`src/rtl/alu_pipe.sv`:
```
// alu_pipe: valid/ready handshaked ALU with registered result and Z/V/N/C flags.
// Define ALU_PIPE_MUL_EN to build the iterative shift-add multiplier for ALUop 110.
module alu_pipe #(
    parameter int WIDTH = 16
) (
    input  logic             clk,
    input  logic             reset_n,
    input  logic             in_valid,
    output logic             in_ready,
    input  logic [WIDTH-1:0] Ain,
    input  logic [WIDTH-1:0] Bin,
    input  logic [2:0]       ALUop,
    output logic             out_valid,
    input  logic             out_ready,
    output logic [WIDTH-1:0] out,
    output logic [3:0]       status,
    output logic             busy
);
    localparam int SW = $clog2(WIDTH);

    typedef enum logic [1:0] {
        IDLE = 2'd0,
        MUL  = 2'd1,
        HOLD = 2'd2
    } state_t;

    state_t           state, state_next, start_state;
    logic             handshake, is_mul;
    logic [WIDTH:0]   add_ext;
    logic [WIDTH-1:0] res;
    logic             res_c, res_v;

    assign in_ready  = (state == IDLE) || ((state == HOLD) && out_ready);
    assign handshake = in_valid && in_ready;
    assign out_valid = (state == HOLD);
    assign busy      = (state == MUL);

`ifdef ALU_PIPE_MUL_EN
    localparam int CW = $clog2(WIDTH) + 1;

    logic [WIDTH-1:0] mcand, mplier, acc, acc_next;
    logic [CW-1:0]    count;
    logic             mul_last;

    assign is_mul   = (ALUop == 3'b110);
    assign acc_next = acc + (mplier[0] ? mcand : '0);
    assign mul_last = (count == CW'(WIDTH - 1));
`else
    assign is_mul = 1'b0;
`endif

    assign start_state = is_mul ? MUL : HOLD;

    // Single-cycle operations; flags are derived from res below.
    always_comb begin
        add_ext = {1'b0, Ain} + {1'b0, Bin};
        res     = '0;
        res_c   = 1'b0;
        res_v   = 1'b0;
        case (ALUop)
            3'b000: begin
                res   = add_ext[WIDTH-1:0];
                res_c = add_ext[WIDTH];
                res_v = (Ain[WIDTH-1] == Bin[WIDTH-1]) && (res[WIDTH-1] != Ain[WIDTH-1]);
            end
            3'b001: begin
                res   = Ain - Bin;
                res_c = (Ain >= Bin);
                res_v = (Ain[WIDTH-1] != Bin[WIDTH-1]) && (res[WIDTH-1] != Ain[WIDTH-1]);
            end
            3'b010:  res = Ain & Bin;
            3'b011:  res = ~Bin;
            3'b100:  res = Ain | Bin;
            3'b101:  res = Ain ^ Bin;
            3'b111:  res = Ain << Bin[SW-1:0];
            default: res = '0;
        endcase
    end

    always_ff @(posedge clk or negedge reset_n) begin
        if (!reset_n) begin
            state <= IDLE;
        end else begin
            state <= state_next;
        end
    end

    always_comb begin
        state_next = state;
        case (state)
            IDLE: begin
                if (in_valid) begin
                    state_next = start_state;
                end
            end
`ifdef ALU_PIPE_MUL_EN
            MUL: begin
                if (mul_last) begin
                    state_next = HOLD;
                end
            end
`endif
            HOLD: begin
                if (out_ready) begin
                    state_next = in_valid ? start_state : IDLE;
                end
            end
            default: state_next = IDLE;
        endcase
    end

    always_ff @(posedge clk or negedge reset_n) begin
        if (!reset_n) begin
            out    <= '0;
            status <= '0;
`ifdef ALU_PIPE_MUL_EN
            mcand  <= '0;
            mplier <= '0;
            acc    <= '0;
            count  <= '0;
`endif
        end else begin
            if (handshake && !is_mul) begin
                out    <= res;
                status <= {res_c, res[WIDTH-1], res_v, (res == '0)};
            end
`ifdef ALU_PIPE_MUL_EN
            // Operands are latched at the handshake; one shift-add step per MUL cycle.
            if (handshake && is_mul) begin
                mcand  <= Ain;
                mplier <= Bin;
                acc    <= '0;
                count  <= '0;
            end else if (state == MUL) begin
                mcand  <= mcand << 1;
                mplier <= mplier >> 1;
                acc    <= acc_next;
                count  <= count + 1'b1;
                if (mul_last) begin
                    out    <= acc_next;
                    status <= {1'b0, acc_next[WIDTH-1], 1'b0, (acc_next == '0)};
                end
            end
`endif
        end
    end

endmodule

```
`config.mk`:
```
export PLATFORM = sky130hd
export DESIGN_NAME = alu_pipe
export DESIGN_NICKNAME = d
export VERILOG_FILES = /design/src/rtl/alu_pipe.sv
export SDC_FILE = /design/constraint.sdc
export NUM_CORES = 1
export LEC_CHECK = 0
export CAP_MARGIN = 20
export CORE_MARGIN = 4
export CORE_UTILIZATION = 55
export CTS_CLUSTER_SIZE = 30
export DETAILED_ROUTE_END_ITERATION = 7
export PLACE_DENSITY_LB_ADDON = 0.08
export REMOVE_ABC_BUFFERS = 1
export SETUP_SLACK_MARGIN = 0.4
export SYNTH_ARGS = -nofsm -noshare
export SYNTH_HDL_FRONTEND = slang
export SYNTH_SLANG_ARGS = --single-unit
```
`constraint.sdc`:
```
create_clock -name clk -period 2.85 [get_ports clk]
set_input_delay 0.7125 -clock clk [delete_from_list [all_inputs] [get_ports clk]]
set_output_delay 0.7125 -clock clk [all_outputs]
set_load 0.01 [all_outputs]
```
==> impl_metrics.json, run 1 <==
{
  "cts_buffers": 3,
  "die_height_um": 94.7,
  "place_congestion": 1.02,
  "yosysTopAreaCell": "ha_1",
  "cts_sinks": 20,
  "clk_path_buf_depth": 2,
  "syn_area_per_cell_um2": 7.44,
  "htreeDepth": 1,
  "status": "aborted with a tool error",
  "cts_resized": 248,
  "place_hpwl_um": 14000,
  "error_line": "[ERROR DPL-0033] detailed placement checks failed during check placement.",
  "synth_edf_count": 0,
  "start_util_pct": 56.7,
  "yosysUniqueCellTypes": 72,
  "haltStage": "4_1_cts",
  "postCtsSetupBuffers": 39,
  "synth_cells": 556,
  "dpl_worst_slack_ps": -1520,
  "synth_area_mm2": 0.00413,
  "io-pin-count": 62,
  "die_x_um": 94.7,
  "ys_ff_latch": 20,
  "synthTopCellsByArea": "ha_1 (15%), dfrtp_1 (12%), mux2i_1 (5.1%)",
  "ys.flop_type": "dfrtp_1",
  "holdBufCountCts": 0,
  "placement.io_buffers": 60,
  "ys_seq_area_share_pct": 12.1,
  "rows": 31,
  "yosysWarnings": 0,
  "cts-root-buf": "clkbuf_8",
  "synthArstFlopShare_pct": 100,
  "synth_top_cell_area_share_pct": 15.4
}
-- cell usage after synthesis, types with 3 or more instances --
library cell,count
o221ai_1,3
buf_1,3
a211o_1,4
ha_1,51
or2_2,4
a211oi_1,14
o21bai_1,4
a221oi_1,5
o21ai_0,41
o211ai_1,8
a31oi_1,9
mux4_2,4
and2_1,5
buf_2,16
o22ai_1,9
o21a_1,4
buf_4,7
a311oi_1,3
and3_1,3
inv_1,46
mux2_2,7
or4_1,3
mux2i_1,21
a22o_1,3
a21o_1,3
xnor2_1,11
nor2_1,54
clkbuf_1,11
nand2_1,47
nand4_1,7
o21ai_1,3
o41ai_2,3
dfrtp_1,20
nand2b_1,8
nor3_1,16
nand3_1,4
nand4b_1,3
nor2b_1,11
a21oi_1,36
-- kinds of logic after synthesis --
| kind of cell | synth area share, % |
|---|---|
| other | 0.0907 |
| DFF | 12.1 |
| AOI/OAI and AO/OA | 29.6 |
| and+or+nand+nor | 20.2 |
| adders and majority gates | 16.4 |
| muxes | 9.81 |
| xor gates and xnor gates | 2.75 |
| buffers and inverters | 9.02 |
-- per-stage QoR --
stage                     utilization (%)  hold slack [ps]  cell area, µm²  setup TNS, ps  instances
after global placement               84.0              456            6120         -11900        870
after detailed placement             84.0              476            6120         -13670        870
after floorplan                         -              417            3940          -1660        518
==> run 2: changes to the inputs <==
--- a/config.mk
+++ b/config.mk
@@ -7,12 +7,10 @@
 export LEC_CHECK = 0
 export CAP_MARGIN = 20
 export CORE_MARGIN = 4
-export CORE_UTILIZATION = 55
-export CTS_CLUSTER_SIZE = 30
+export CORE_UTILIZATION = 40
 export DETAILED_ROUTE_END_ITERATION = 7
-export PLACE_DENSITY_LB_ADDON = 0.08
+export PLACE_DENSITY_LB_ADDON = 0.15
 export REMOVE_ABC_BUFFERS = 1
-export SETUP_SLACK_MARGIN = 0.4
 export SYNTH_ARGS = -nofsm -noshare
 export SYNTH_HDL_FRONTEND = slang
 export SYNTH_SLANG_ARGS = --single-unit
==> run 2 against run 1 <==
Net effect: the flow now finishes, with violations (negative setup slack); synthesized cell count unchanged; synthesized area is the same.
==> impl_metrics.json, run 2 <==
{
  "status": "complete, but fails checks",
  "violations": "negative setup slack",
  "cts.reportedPaths.clkPinSlew_ps": 80,
  "n_antenna_cell": 0,
  "start_util_pct": 41.7,
  "fmax_ghz": 0.300,
  "worst_ir_drop_vdd_mv": 0.265,
  "timing.final.crit_share_pct": 117,
  "placement.io_buffers": 60,
  "met3WireLength_um": 670,
  "final_hold_viol_count": 0,
  "yosysWarnings": 0,
  "met1Wirelength_um": 7820,
  "drive_gt1_share_pct": 45.9,
  "synth_area_mm2": 0.00413,
  "p_seq_share_pct": 16.7,
  "crit_type": "primary input to register",
  "die_height_um": 110,
  "place_hpwl_um": 14100,
  "synth_commonest_cells": "nor2_1 (54), ha_1 (51), nand2_1 (47), inv_1 (46), o21ai_0 (41)",
  "layout_commonest_cell": "buf_4",
  "dieArea_mm2": 0.0120,
  "ys_ff_latch": 20,
  "worst_r2r_path_depth": 7,
  "largestRegisters": "out x15, status x4, state x1",
  "yosysUniqueCellTypes": 72,
  "worst_pin_slew_ps": 951,
  "required_ps": 3020,
  "via_count": 5302,
  "drcViolationCount": 0,
  "grt-ovfl-total": 0,
  "synth_edf_count": 0,
  "synth_cells": 556,
  "hold_path.class": "register to register",
  "design.core.area_mm2": 0.00991,
  "cp_max_fo": 2,
  "cp.arrival_ps": 3500,
  "ys.flop_type": "dfrtp_1",
  "synth_top_cell_area_share_pct": 15.4,
  "cts_sinks": 20,
  "grtUsageTotal_pct": 29.4,
  "cp-end-kind": "register",
  "routedWlPerCell_um": 18.9,
  "r2r-end": "status[0]",
  "grt_pass1_wl_um": 27400,
  "htreeDepth": 1,
  "dr.max_layer_used": "met4",
  "cts_tree": "built",
  "drv_cap": 0,
  "nets": 913,
  "period_needed_ps": 3330,
  "fin_ws_ps": -484,
  "setup_violations": 5,
  "ys_seq_area_share_pct": 12.1,
  "dpl_cell_area_mm2": 0.00623,
  "antenna_left": 0,
  "fin_skew_ps": 4.22,
  "netSwitchingFraction_pct": 38.9,
  "synthTopCellsByArea": "ha_1 (15%), dfrtp_1 (12%), mux2i_1 (5.1%)",
  "internal_power_mw": 1.30,
  "syn_area_per_cell_um2": 7.44,
  "p_sw_mw": 0.828,
  "rsz0062_at_grt": "true",
  "final_area_mm2": 0.00732,
  "routed_wl_um": 18000,
  "yosysTopAreaCell": "ha_1",
  "cts-root-buf": "clkbuf_8",
  "first_pass_iters": 5,
  "drt-initial-drc-count": 254,
  "seqCellArea_um2": 500,
  "clkPwrFrac_pct": 13.4,
  "io-pin-count": 62,
  "via_per_inst": 5.56,
  "mostFrequentLayoutCells": "buf_4 (212), nor2_1 (53), nand2_1 (47), clkdlybuf4s50_1 (34), ha_1 (32)",
  "insertion_delay_ps": 260,
  "wl_met2_um": 8700,
  "maxSlewViolCount": 0,
  "largest_reg_flops": 15,
  "grt_pass1_vias": 5374,
  "hold_path_end": "out[4]",
  "whs_path_depth": 2,
  "cts_buffers": 3,
  "antenna_found_initial": 0,
  "regToRegSetupSlack_ps": 730,
  "top_register": "out",
  "yosysMostFrequentCell": "nor2_1",
  "holdBufCountCts": 0,
  "nFillCells": 783,
  "power_density_mw_per_mm2": 291,
  "grt_max_degree": 22,
  "rows": 36,
  "holdCritStartpoint": "out[4]",
  "p_total_mw": 2.13,
  "slew_headroom_pct": 36.4,
  "area_growth_syn_to_layout_pct": 77.1,
  "place_congestion": 0.964,
  "r2r-start": "state[1]",
  "p_leak_nw": 3.37,
  "clk_path_buf_depth": 2,
  "start_kind": "primary input",
  "synthArstFlopShare_pct": 100,
  "die_x_um": 110,
  "p_comb_share_pct": 69.9,
  "multi_input_area_mm2": 0.00384
}
-- run 2: layer usage --
layer	global-route usage, %	up-vias
met5	0	-
met4	12.1	0
met3	1.64	49
met2	52.2	153
met1	37.0	2547
li1	-	2553
-- run 2: cells by family (layout without fill, tap and decap cells) --
| logic type | after synthesis | in the layout | synth area share [%] |
|---|---|---|---|
| AOI/OAI and AO/OA | 177 | 177 | 29.6 |
| and+or+nand+nor | 173 | 173 | 20.2 |
| buffers and inverters | 85 | 349 | 9.02 |
| adders and majority gates | 53 | 53 | 16.4 |
| muxes | 34 | 34 | 9.81 |
| DFF | 20 | 20 | 12.1 |
| xor gates and xnor gates | 13 | 13 | 2.75 |
| other | 1 | 1 | 0.0907 |
-- run 2: how the worst max path moves through the flow --
stage | slack, ps | start | endpoint
2_1_floorplan | -620 | Bin[5] | status[0]
6_report | -480 | Ain[0] | status[0]
4_1_cts | -530 | Ain[0] | status[0]
3_5_place_dp | -1390 | Ain[0] | status[0]
5_1_grt | -640 | Ain[0] | status[0]
3_3_place_gp | -1280 | Bin[0] | status[0]
-- run 2: layout make-up --
class / instances / share of cell area, %
timing repair buffer: 298 / 34.5
clock buffer: 3 / 0.564
clock inverter: 1 / 0.410
tap: 133 / 2.27
multi-input combinational: 451 / 52.5
sequential: 20 / 6.84
inverter: 47 / 2.96
-- run 2: what timing repair did --
action	CTS	global route
setup buffers	33	15
cloned	1	0
resized for setup	209	79
pin swaps	48	40
endpoints found under the setup margin	17	11
-- run 2: power by group through the flow --
stage | sequential, mW | combinational, mW | clock (mW)
final | 0.355 | 1.49 | 0.286
after global routing | 0.361 | 1.59 | 0.303
after CTS | 0.355 | 1.40 | 0.293
after detailed placement | 0.361 | 1.20 | 0
after global placement | 0.358 | 1.19 | 0
after floorplan | 0.385 | 0.495 | 0
-- run 2: critical path, stage by stage --
cell,delay [ps]
buf_8,110
inv_6,50
ha_4,120
inv_2,40
fa_2,400
nor2b_4,150
o211ai_1,230
nand2_1,140
a31oi_4,200
mux2_4,330
a221oi_4,250
nand4_1,140
or4_4,430
o41ai_2,200
-- run 2: metrics by stage --
stage                     setup TNS (ps)  utilization (%)  worst slack [ps]  instances  hold WS (ps)
after global placement            -12140             62.9             -1280        914           460
final                              -1340             73.9              -484        953           481
after detailed placement          -12920             62.9             -1390        914           467
after CTS                          -1640             71.0              -533        947           485
after global routing               -1930             73.9              -643        953           508
after floorplan                    -1660                -              -623        518           417
Power figures use the tool's default switching activity.
==> run 3: changes to the inputs <==
--- a/config.mk
+++ b/config.mk
@@ -14,3 +14,4 @@
 export SYNTH_ARGS = -nofsm -noshare
 export SYNTH_HDL_FRONTEND = slang
 export SYNTH_SLANG_ARGS = --single-unit
+export TNS_END_PERCENT = 5
==> run 3 against run 2 <==
Net effect: the flow still finishes with violations (negative setup slack); power shrank 3.2%; final cell count shrank 0.84%; count of clock-buffer cells in the layout is the same; global-route usage down 0.77 points; sequential share of layout area is 0.33 points higher; clock power hardly changed; wire length decreased by 3.3%; sequential power barely moved; via count fell by 1.9%; first-iteration DRC count up 15%; die area is the same; register-to-register slack gained 40 ps.
==> impl_metrics.json, run 3 (synthesized netlist as in run 2, its figures left out) <==
{
  "fmax_ghz": 0.295,
  "period_needed_ps": 3390,
  "dieArea_mm2": 0.0120,
  "first_pass_iters": 4,
  "holdBufCountCts": 0,
  "grt-ovfl-total": 0,
  "place_hpwl_um": 14100,
  "final_hold_viol_count": 0,
  "p_total_mw": 2.06,
  "setup_violations": 8,
  "cts_sinks": 20,
  "largest_reg_flops": 15,
  "maxSlewViolCount": 0,
  "routed_wl_um": 17400,
  "cts-root-buf": "clkbuf_8",
  "cts_tree": "built",
  "antenna_left": 0,
  "cp_slowest_stage_delay_ps": 560,
  "n_antenna_cell": 0,
  "nets": 905,
  "die_x_um": 110,
  "cts.reportedPaths.clkPinSlew_ps": 80,
  "cp_top_family": "simple AND/OR/NAND/NOR gates",
  "worst_pin_slew_ps": 920,
  "fin_ws_ps": -543,
  "start_util_pct": 41.7,
  "rows": 36,
  "crit_slowest_cell": "or4_4",
  "antenna_found_initial": 0,
  "largestRegisters": "out x15, status x4, state x1",
  "power_density_mw_per_mm2": 295,
  "mostFrequentLayoutCells": "buf_4 (211), nor2_1 (53), nand2_1 (47), clkdlybuf4s50_1 (36), ha_1 (35)",
  "grt_pass1_vias": 5339,
  "dpl_worst_slack_ps": -1390,
  "die_height_um": 110,
  "p_leak_nw": 3.26,
  "final_area_mm2": 0.00699,
  "via_per_inst": 5.50,
  "cp_max_fo": 2,
  "place_congestion": 0.964,
  "grt_max_degree": 26,
  "io-pin-count": 62,
  "htreeDepth": 1,
  "status": "complete, but fails checks",
  "timing.final.crit_share_pct": 119,
  "drt-initial-drc-count": 291,
  "crit_buf_inv": 3,
  "worst_ir_drop_vdd_mv": 0.260,
  "drv_cap": 0,
  "routedWlPerCell_um": 18.5,
  "slew_headroom_pct": 38.4,
  "final_util_pct": 70.5,
  "cts_buffers": 3,
  "top_register": "out",
  "crit_type": "primary input to register",
  "via_count": 5199,
  "drive_gt1_share_pct": 41.6,
  "dpl_cell_area_mm2": 0.00623,
  "hold_path.class": "register to register",
  "violations": "negative setup slack",
  "start_kind": "primary input",
  "placement.io_buffers": 60,
  "rsz0062_at_grt": "true",
  "path_cells": "buf_8 > inv_6 > ha_4 > inv_2 > fa_2 > nor2b_4 > o211ai_1 > nand2_1 > a31oi_4 > mux2_4 > a221oi_4 > nand4_1 > or4_4 > o41ai_2",
  "area_growth_syn_to_layout_pct": 69.0,
  "required_ps": 3020,
  "grtUsageTotal_pct": 28.7,
  "layout_commonest_cell": "buf_4",
  "grt_pass1_wl_um": 26800,
  "fin_skew_ps": 6.45,
  "drcViolationCount": 0,
  "cp.arrival_ps": 3560,
  "insertion_delay_ps": 260,
  "clk_path_buf_depth": 2,
  "design.core.area_mm2": 0.00991,
  "cp-end-kind": "register"
}
## run 3: area by class of cell
type                       instances  area [µm²]
clock buffer                       3        41.3
clock inverter                     1        30.0
fill                             839        2920
inverter                          47         186
multi-input combinational        451        3700
sequential                        20         500
tap                              133         166
timing repair buffer             290        2360
## run 3: per-stage QoR
step	TNS (ps)	cells	hold slack [ps]
2_1_floorplan	-1660	518	417
3_3_place_gp	-12140	914	460
3_5_place_dp	-12920	914	467
4_1_cts	-2380	942	485
5_1_grt	-3590	945	508
6_report	-2520	945	483
## run 3: where the power goes
group	leakage (nW)	switching [mW]	internal [mW]
Sequential	0.248	0.0243	0.330
Combinational	2.97	0.672	0.749
Clock	0.0357	0.101	0.188
## run 3: worst paths after layout
kind                       startpoint         to  slack, ps  depth (start not counted)
min                            out[4]     out[4]        480                          2
max in group asynchronous     reset_n     out[7]       1320                          1
min in group asynchronous     reset_n    out[12]        960                          1
max reg2reg                  state[1]  status[0]        770                          7
min reg2reg                    out[4]     out[4]        480                          2
max                            Ain[0]  status[0]       -540                         14
## run 3: layer usage
layer	global-route usage, %	vias up	wire length (µm)	share of wire (%)
met5	0	-	0	0
met4	11.7	0	869	5.0
met3	1.64	47	692	4.0
met2	51.6	138	8520	49
met1	35.4	2485	7360	42
li1	-	2529	-	-
## run 3: repair_timing
item,4_1_cts,5_1_grt
buffers inserted,25,3
endpoints found under the setup margin,17,10
resized for setup,157,17
pin swaps,37,16
## run 3: tightest hold or removal path, stage by stage (launching register included)
cell and delay, ps:
dfrtp_1 350, nand2_1 50, nand2_1 60
==> run 4: changes to the inputs <==
--- a/config.mk
+++ b/config.mk
@@ -8,9 +8,11 @@
 export CAP_MARGIN = 20
 export CORE_MARGIN = 4
 export CORE_UTILIZATION = 40
+export CTS_CLUSTER_SIZE = 20
 export DETAILED_ROUTE_END_ITERATION = 7
 export PLACE_DENSITY_LB_ADDON = 0.15
 export REMOVE_ABC_BUFFERS = 1
+export SETUP_SLACK_MARGIN = 0.15
 export SYNTH_ARGS = -nofsm -noshare
 export SYNTH_HDL_FRONTEND = slang
 export SYNTH_SLANG_ARGS = --single-unit
==> constraint.sdc (replaced) <==
create_clock -name clk -period 4.1 [get_ports clk]
set_input_delay 1.025 -clock clk [delete_from_list [all_inputs] [get_ports clk]]
set_output_delay 1.025 -clock clk [all_outputs]
set_load 0.01 [all_outputs]
==> run 4 against run 3 <==
Net effect: the run now ends clean; worst setup slack gained 730 ps; worst hold slack lost 3.4 ps; die area is the same; clock power shrank 28%; combinational power shrank 37%; first-iteration DRC count shrank 10%; sequential share of layout area grew 0.58 points; clock skew shrank 4.9 ps; count of clock-buffer cells in the layout is the same; critical endpoint is now out[12]; largest power group unchanged.
==> impl_metrics.json, run 4 (synthesized netlist as in run 2, its figures left out) <==
{
  "crit_slowest_cell": "clkdlybuf4s50_1",
  "required_ps": 4300,
  "p_leak_nw": 2.95,
  "netSwitchingFraction_pct": 39.8,
  "largest_reg_flops": 15,
  "period_needed_ps": 3910,
  "fin_ws_ps": 192,
  "timing.final.crit_share_pct": 95.3,
  "design.core.area_mm2": 0.00991,
  "grt-ovfl-total": 0,
  "clk_path_buf_depth": 2,
  "cts.reportedPaths.clkPinSlew_ps": 80,
  "n_antenna_cell": 0,
  "p_comb_share_pct": 66.3,
  "die_x_um": 110,
  "tns_ps": 0,
  "worst_ir_drop_vdd_mv": 0.175,
  "top_register": "out",
  "place_congestion": 0.973,
  "antenna_left": 0,
  "setup_violations": 0,
  "p_seq_share_pct": 18.3,
  "dieArea_mm2": 0.0120,
  "rows": 36,
  "drcViolationCount": 0,
  "path_cells": "clkdlybuf4s50_1 > inv_2 > ha_4 > buf_4 > a21oi_4 > a31oi_2 > buf_4 > buf_4 > nor2b_2 > nand4b_1 > buf_4 > buf_4 > buf_4 > buf_4 > buf_4 > buf_4 > buf_4 > buf_4 > a41oi_2",
  "busiest_layer": "met2",
  "die_height_um": 110,
  "whs_path_depth": 2,
  "insertion_delay_ps": 270,
  "crit_top_cell": "buf_4",
  "drv_cap": 0,
  "holdBufCountCts": 0,
  "cts-root-buf": "clkbuf_8",
  "fmax_ghz": 0.256,
  "status": "finished clean",
  "fin_skew_ps": 1.53,
  "cp-end-kind": "register",
  "cts_buffers": 3,
  "use_met2_pct": 50.0,
  "grt_pass1_vias": 5007,
  "cp_slowest_stage_delay_ps": 500,
  "internal_power_mw": 0.811,
  "holdCritStartpoint": "out[6]",
  "start_util_pct": 41.7,
  "maxSlewViolCount": 0,
  "routed_wl_um": 17400,
  "mostFrequentLayoutCells": "buf_4 (162), nor2_1 (51), nand2_1 (47), clkdlybuf4s50_1 (46), ha_1 (36)",
  "hold_path.class": "register to register",
  "grtUsageTotal_pct": 28.7,
  "layout_commonest_cell": "buf_4",
  "htreeDepth": 1,
  "nets": 844,
  "io-pin-count": 62,
  "largestRegisters": "out x15, status x4, state x1",
  "p_sw_mw": 0.536,
  "first_pass_iters": 5,
  "cp.arrival_ps": 4110,
  "clkPwrFrac_pct": 15.3,
  "drt-initial-drc-count": 261,
  "worst_r2r_path_depth": 8,
  "via_count": 5011,
  "r2r-start": "state[1]",
  "cts_sinks": 20,
  "drive_gt1_share_pct": 35.0,
  "cp_max_fo": 6,
  "area_growth_syn_to_layout_pct": 56.4,
  "power_density_mw_per_mm2": 208,
  "antenna_found_initial": 0,
  "final_util_pct": 65.2,
  "worst_pin_slew_ps": 924,
  "slew_headroom_pct": 38.2,
  "hold_path_end": "out[6]",
  "r2r-end": "status[0]",
  "start_kind": "primary input",
  "dpl_worst_slack_ps": -402,
  "routedWlPerCell_um": 19.7,
  "final_hold_viol_count": 0,
  "use_met3_pct": 2.76,
  "grt_use_met1_pct": 36.6,
  "cts_tree": "built",
  "crit_type": "primary input to register",
  "via_per_inst": 5.67,
  "regToRegSetupSlack_ps": 1910,
  "grt_pass1_wl_um": 26700,
  "place_hpwl_um": 13500,
  "grt_max_degree": 33,
  "placement.io_buffers": 60,
  "rsz0062_at_grt": "true"
}
run 4: metal layers:
| metal | vias up | wire length, µm |
|---|---|---|
| met3 | 50 | 740 |
| met5 | - | 0 |
| met1 | 2384 | 7360 |
| met2 | 166 | 8480 |
| met4 | 0 | 791 |
| li1 | 2411 | - |
run 4: cell type report:
class | count | area (µm²)
well taps | 133 | 166
flip-flops and latches | 20 | 500
multi-input cells | 451 | 3650
inverters | 47 | 179
repair buffers | 229 | 1900
fillers | 905 | 3450
clock buffers | 3 | 41.3
clock inverters | 1 | 30.0
run 4: metrics by stage:
| stage | power [mW] | cell area (µm²) | instances | hold slack, ps |
|---|---|---|---|---|
| floorplan | 0.612 | 3940 | 518 | 514 |
| global placement | 1.02 | 5770 | 850 | 460 |
| detailed placement | 1.03 | 5770 | 850 | 470 |
| CTS | 1.30 | 6250 | 876 | 489 |
| global route | 1.43 | 6460 | 884 | 524 |
| finish | 1.35 | 6460 | 884 | 480 |
run 4: repair_timing:
action,4_1_cts,5_1_grt
hold endpoints to repair,0,0
pin swaps,19,24
buffers inserted,22,8
endpoints found under the setup margin,5,4
resized for setup,67,44
gates cloned,0,0
run 4: power groups by stage:
stage	Clock [mW]	Combinational, mW	Sequential, mW
2_1_floorplan	0	0.344	0.267
3_3_place_gp	0	0.772	0.250
3_5_place_dp	0	0.778	0.251
4_1_cts	0.209	0.844	0.247
5_1_grt	0.217	0.964	0.251
6_report	0.207	0.893	0.247
run 4: worst max-delay path by stage:
stage	from	endpoint	slack, ps
detailed placement	Bin[0]	status[0]	-400
CTS	Bin[8]	status[0]	120
global placement	Bin[0]	status[0]	-330
floorplan	Bin[5]	status[0]	310
finish	Bin[6]	out[12]	190
global route	Bin[6]	out[12]	70
run 4: worst max-delay path, delay by kind of cell:
family | cells | cell delay (ps)
buffers and inverters | 13 | 2020
AND/OR/NAND/NOR | 2 | 400
adder cells (fa/ha/maj) | 1 | 280
AO/OA/AOI/OAI | 3 | 400
